File: config.mk
export PLATFORM = sky130hd
export DESIGN_NAME = dlfloat16_round_out
export DESIGN_NICKNAME = d
export VERILOG_FILES = /design/src/rtl/dlfloat16_round_out.sv
export SDC_FILE = /design/constraint.sdc
export NUM_CORES = 1
export LEC_CHECK = 0
export BUFFER_PORTS_ARGS = -buffer_cell sky130_fd_sc_hd__clkbuf_2
export CAP_MARGIN = 30
export CORE_MARGIN = 4
export CORE_UTILIZATION = 61
export CTS_CLUSTER_SIZE = 16
export DETAILED_ROUTE_END_ITERATION = 7
export PLACE_DENSITY = 0.86
export SYNTH_ARGS = -nofsm -noshare
export SYNTH_HDL_FRONTEND = slang
export SYNTH_SLANG_ARGS = --single-unit
File: constraint.sdc
create_clock -name clk -period 2.9 [get_ports clk]
set_input_delay 0.435 -clock clk [delete_from_list [all_inputs] [get_ports clk]]
set_output_delay 0.435 -clock clk [all_outputs]
set_load 0.01 [all_outputs]
File: src/rtl/dlfloat16_round_out.sv
// Rounding/normalisation stage after the DLFloat16 divider: packs the 20-bit extended
// quotient into a 1/6/9 word with RNE, merges exception flags, and buffers through a 2-entry skid.
module dlfloat16_round_out (
   input  logic        clk,
   input  logic        rst_n,
   input  logic        in_valid,
   output logic        in_ready,
   input  logic [19:0] in_data,
   input  logic [4:0]  in_flags,
   output logic        out_valid,
   input  logic        out_ready,
   output logic [15:0] out_data,
   output logic [4:0]  out_flags,
   input  logic        flags_clr,
   output logic [4:0]  sticky_flags
);

   // Flag bit positions: {invalid, inexact, overflow, underflow, div_by_zero}
   localparam logic [4:0] FLAG_INEXACT   = 5'b01000;
   localparam logic [4:0] FLAG_OVERFLOW  = 5'b00100;
   localparam logic [4:0] FLAG_UNDERFLOW = 5'b00010;

   logic        sign;
   logic [5:0]  exp_in;
   logic [12:0] mant_in;
   logic [12:0] mant_n;
   logic [5:0]  exp_n;
   logic        round_up;
   logic [9:0]  frac_sum;
   logic [6:0]  exp_fin;
   logic [15:0] rnd_data;
   logic [4:0]  rnd_flags;
   logic [4:0]  new_flags;

   always_comb begin
      sign     = in_data[19];
      exp_in   = in_data[18:13];
      mant_in  = in_data[12:0];
      mant_n   = mant_in;
      exp_n    = exp_in;
      // Single-step normalisation; the sticky bit stays sticky after the shift.
      if (!mant_in[12]) begin
         mant_n = {mant_in[11:0], mant_in[0]};
         exp_n  = exp_in - 6'd1;
      end
      round_up  = mant_n[2] & (mant_n[1] | mant_n[0] | mant_n[3]);
      frac_sum  = {1'b0, mant_n[11:3]} + {9'b0, round_up};
      exp_fin   = {1'b0, exp_n} + {6'b0, frac_sum[9]};
      rnd_data  = 16'h0000;
      rnd_flags = 5'b00000;
      if (exp_in == 6'h3F) begin
         rnd_data = {sign, 6'h3F, (mant_in[11:3] != 9'h000) ? 9'h1FF : 9'h000};
      end else if (exp_in == 6'h00) begin
         rnd_data = {sign, 15'h0000};
         if (mant_in != 13'h0000) begin
            rnd_flags = FLAG_UNDERFLOW | FLAG_INEXACT;
         end
      end else if (exp_n == 6'h00) begin
         rnd_data  = {sign, 15'h0000};
         rnd_flags = FLAG_UNDERFLOW | FLAG_INEXACT;
      end else if (exp_fin >= 7'd63) begin
         rnd_data  = {sign, 6'h3E, 9'h1FF};
         rnd_flags = FLAG_OVERFLOW | FLAG_INEXACT;
      end else begin
         rnd_data = {sign, exp_fin[5:0], frac_sum[8:0]};
         if (mant_n[2:0] != 3'b000) begin
            rnd_flags = FLAG_INEXACT;
         end
      end
      new_flags = in_flags | rnd_flags;
   end

   logic        out_valid_q, out_valid_d;
   logic [15:0] out_data_q, out_data_d;
   logic [4:0]  out_flags_q, out_flags_d;
   logic        skid_valid_q, skid_valid_d;
   logic [15:0] skid_data_q, skid_data_d;
   logic [4:0]  skid_flags_q, skid_flags_d;
   logic        in_ready_q, in_ready_d;
   logic [4:0]  sticky_q, sticky_d;
   logic        accept;
   logic        drain;

   assign accept = in_valid & in_ready_q;
   assign drain  = out_valid_q & out_ready;

   always_comb begin
      out_valid_d  = out_valid_q;
      out_data_d   = out_data_q;
      out_flags_d  = out_flags_q;
      skid_valid_d = skid_valid_q;
      skid_data_d  = skid_data_q;
      skid_flags_d = skid_flags_q;
      // in_ready is low whenever the skid entry holds data, so accept and skid refill never overlap.
      if (skid_valid_q) begin
         if (drain) begin
            out_data_d   = skid_data_q;
            out_flags_d  = skid_flags_q;
            skid_valid_d = 1'b0;
         end
      end else if (accept) begin
         if (!out_valid_q || out_ready) begin
            out_valid_d = 1'b1;
            out_data_d  = rnd_data;
            out_flags_d = new_flags;
         end else begin
            skid_valid_d = 1'b1;
            skid_data_d  = rnd_data;
            skid_flags_d = new_flags;
         end
      end else if (drain) begin
         out_valid_d = 1'b0;
      end
      in_ready_d = ~skid_valid_d;

      sticky_d = sticky_q;
      if (flags_clr) begin
         sticky_d = accept ? new_flags : 5'b00000;
      end else if (accept) begin
         sticky_d = sticky_q | new_flags;
      end
   end

   always_ff @(posedge clk or negedge rst_n) begin
      if (!rst_n) begin
         out_valid_q  <= 1'b0;
         out_data_q   <= 16'h0000;
         out_flags_q  <= 5'b00000;
         skid_valid_q <= 1'b0;
         skid_data_q  <= 16'h0000;
         skid_flags_q <= 5'b00000;
         in_ready_q   <= 1'b1;
         sticky_q     <= 5'b00000;
      end else begin
         out_valid_q  <= out_valid_d;
         out_data_q   <= out_data_d;
         out_flags_q  <= out_flags_d;
         skid_valid_q <= skid_valid_d;
         skid_data_q  <= skid_data_d;
         skid_flags_q <= skid_flags_d;
         in_ready_q   <= in_ready_d;
         sticky_q     <= sticky_d;
      end
   end

   assign in_ready     = in_ready_q;
   assign out_valid    = out_valid_q;
   assign out_data     = out_data_q;
   assign out_flags    = out_flags_q;
   assign sticky_flags = sticky_q;

endmodule
==> impl_metrics.env <==
export IMPL_area_growth_pct=20.0
export IMPL_async_flop_share_pct=100
export IMPL_syn_area_um2=3220
export IMPL_crit_path_end_kind="flop"
export IMPL_worst_slack_ps=178
export IMPL_place_ws_ps=-109
export IMPL_io_buffers=57
export IMPL_insertedDiodeCount=0
export IMPL_ir_drop_v=0.000281
export IMPL_synth_edf_count=0
export IMPL_ios=58
export IMPL_post_drt_wl_per_cell_um=15.8
export IMPL_maxCapViolCount=0
export IMPL_critical_path_max_stage_delay_ps=410
export IMPL_ys_seq_area_share_pct=38.9
export IMPL_period_minus_slack_ps=2720
export IMPL_critPathCapture="out_data[3]$_DFFE_PN0P_"
export IMPL_period_share_pct=93.9
export IMPL_vias_per_cell=6.15
export IMPL_drt_first_pass_iters=5
export IMPL_initial_core_util_pct=63.0
export IMPL_first_global_vias=2981
export IMPL_startpoint_type="input pin"
export IMPL_ctsHoldBuffers=0
export IMPL_max_freq_mhz=367
export IMPL_rows=26
export IMPL_routabilityCongestion=0.894
export IMPL_drc=0
export IMPL_die_h_um=80.6
export IMPL_reg2regPathDepth=6
export IMPL_die_x_um=80.6
export IMPL_drt_iter0_markers=278
export IMPL_relSlewSlack_pct=53.6
export IMPL_post_route_util_pct=75.6
export IMPL_worstPathCellList="clkbuf_2, nand2b_4, a211oi_2, and3_1, ha_2, ha_4, xnor3_1, and3_1, o2bb2ai_1, a31oi_2, a21oi_1"
export IMPL_ys_ff_latch=50
export IMPL_insertion_delay_ps=300
export IMPL_grt_first_pass_wirelength_mm=13.8
export IMPL_reg2reg_from="in_ready$_DFF_PN1_"
export IMPL_cts_tree="yes"
export IMPL_synth_fp_nets=407
export IMPL_drv_slew=0
export IMPL_post_cts_buffers=0
export IMPL_hold_class="in2async"
export IMPL_detail_route_antenna_nets=0
export IMPL_cp_data_required_time_ps=3050
export IMPL_worst_pin_slew_ps=696
export IMPL_clock_path_buffers=2
export IMPL_synth_flop_cell="dfrtp_1"
export IMPL_p_leak_uw=0.00182
export IMPL_synth_cells=371
export IMPL_drive_gt1_share_pct=27.0
export IMPL_r2r_slack_ps=740
export IMPL_num_vias=3159
export IMPL_layout_nets=479
export IMPL_ys_warn_count=0
export IMPL_antenna_found_initial=0
export IMPL_overflow=0
export IMPL_cts_buffers_inserted=5
export IMPL_cts_sinks=50
export IMPL_core_um2=5110
export IMPL_crit_slowest_cell="a31oi_2"
export IMPL_setup_violations=0
export IMPL_rsz0062_at_grt="no"
export IMPL_grt_start_max_net_pins=30
export IMPL_clock_skew_ps=6.42
export IMPL_hold_violations=0
export IMPL_htree_levels=2
export IMPL_worstPathMaxFanout=7
export IMPL_die_area_um2=6500
export IMPL_ctsRootBufferMaster="clkbuf_8"
export IMPL_power_density_nw_per_um2=359
export IMPL_crit_type="in2reg"
export IMPL_cp_arrival_ps=2870
export IMPL_worstSetupStartpoint="in_data[12]"
export IMPL_syn_avg_cell_area_um2=8.67
export IMPL_post_cts_resized=0
export IMPL_cts_clk_slew_worst_paths_ps=90
export IMPL_synth_cell_type_count=67
export IMPL_timing_rr_end="out_data[3]$_DFFE_PN0P_"
export IMPL_drt_total_wl_mm=8.13
export IMPL_grt_util_all_layers_pct=26.9
export IMPL_place_hpwl_mm=6.31
export IMPL_crit_top_cell="and3_1"
export IMPL_outcome="finished clean"
-- through the flow --
stage	cell area, um^2	TNS, ps	power, uW	hold WS [ps]	std cells
3_3_place_gp	3750	0	911	457	506
2_1_floorplan	3260	0	822	139	371
3_5_place_dp	3750	-447	917	470	506
4_1_cts	3860	0	1390	180	514
5_1_grt	3860	0	1440	214	514
6_report	3860	0	1390	155	514
-- worst max-delay path, delay by kind of cell --
family          cells  cell delay, ps
compound gates      4            1040
buf+inv             1             120
simple gates        3             550
fa+ha+maj           2             380
xor+xnor            1             340
-- Yosys cell counts (2+ instances only) --
| library cell | instances | area (um^2) |
|---|---|---|
| dfrtp_1 | 49 | 1230 |
| nand2_1 | 49 | 184 |
| o21ai_0 | 29 | 145 |
| nor2_1 | 25 | 93.8 |
| a21oi_1 | 22 | 110 |
| inv_1 | 16 | 60.1 |
| clkbuf_1 | 13 | 48.8 |
| nand3_1 | 12 | 60.1 |
| a31oi_1 | 11 | 68.8 |
| xnor2_1 | 10 | 87.6 |
| and3_1 | 9 | 56.3 |
| or3_1 | 9 | 56.3 |
| mux2i_1 | 8 | 80.1 |
| nor3_1 | 8 | 40.0 |
| o211ai_1 | 8 | 60.1 |
| ha_1 | 6 | 75.1 |
| nand2b_1 | 6 | 37.5 |
| o21ai_1 | 6 | 30.0 |
| buf_2 | 4 | 20.0 |
| a2111oi_0 | 3 | 26.3 |
| a211oi_1 | 3 | 22.5 |
| mux2_2 | 3 | 33.8 |
| o22ai_1 | 3 | 18.8 |
| o31ai_1 | 3 | 22.5 |
| xor2_1 | 3 | 26.3 |
| a21boi_0 | 2 | 15.0 |
| a32o_1 | 2 | 20.0 |
| buf_4 | 2 | 15.0 |
| nand4_1 | 2 | 12.5 |
| nand4bb_1 | 2 | 22.5 |
| nor2b_1 | 2 | 12.5 |
| nor3b_1 | 2 | 15.0 |
| nor4_1 | 2 | 12.5 |
| nor4b_1 | 2 | 17.5 |
| o221ai_1 | 2 | 17.5 |
| o311ai_0 | 2 | 17.5 |
-- sequential cells by signal, summed over array words and instances, names as in the netlist --
signal	count
out_flags	5
in_ready	1
skid_data_q	16
sticky_flags	5
out_valid	1
skid_valid_q	1
skid_flags_q	5
out_data	16
-- worst min-delay path by stage --
| stage | from | to | slack [ps] | depth (start not counted) |
|---|---|---|---|---|
| after floorplan | rst_n | out_data[0]$_DFFE_PN0P_ | 140 | 0 |
| after global placement | skid_flags_q[0]$_DFFE_PN0P_ | skid_flags_q[0]$_DFFE_PN0P_ | 460 | 2 |
| after detailed placement | out_data[15]$_DFFE_PN0P_ | out_data[15]$_DFFE_PN0P_ | 470 | 2 |
| after CTS | rst_n | skid_data_q[15]$_DFFE_PN0P_ | 180 | 1 |
| after global routing | rst_n | skid_data_q[15]$_DFFE_PN0P_ | 210 | 1 |
| final | rst_n | skid_data_q[15]$_DFFE_PN0P_ | 150 | 1 |
-- cell families (layout without fill, tap and decap cells) --
| logic type | after synthesis | after routing | share of synthesized area, % |
|---|---|---|---|
| AND/OR/NAND/NOR | 143 | 143 | 23.1 |
| AO/OA/AOI/OAI | 107 | 107 | 21.8 |
| flip-flops | 50 | 50 | 38.9 |
| buffers and inverters | 38 | 111 | 5.05 |
| XOR/XNOR | 16 | 16 | 5.25 |
| multiplexers | 11 | 11 | 3.54 |
| adder cells (fa/ha/maj) | 6 | 6 | 2.33 |
-- cells in the final DEF, fill, tap and decap left out, types with 10 or more instances in the layout --
cell type   n
a21oi_1    22
a31oi_1    11
buf_4      29
clkbuf_2   57
dfrtp_1    49
inv_1      16
nand2_1    49
nand3_1    11
nor2_1     25
o21ai_0    29
xnor2_1    10
-- routing by layer --
layer	track usage, %	vias to the layer above	wire length [um]	part of all wire (%)
li1	-	1493	-	-
met1	35.0	1486	3300	41
met2	46.0	159	3980	49
met3	3.92	21	673	8.3
met4	8.28	0	178	2.2
met5	0	-	0	0
-- report_power, final --
part	switching, uW	internal (uW)
combinational	123	86.1
clock	224	257
sequential	0.0000000000000709	697
-- area by class of cell --
class / count / area, um^2
clock buffer: 6 / 72.6
clock inverter: 2 / 37.5
tap: 70 / 87.6
fill: 388 / 1250
timing repair buffer: 86 / 503
multi-input combinational: 283 / 1840
sequential: 50 / 1250
inverter: 17 / 63.8
No activity file was read; power rests on OpenSTA's default activity.
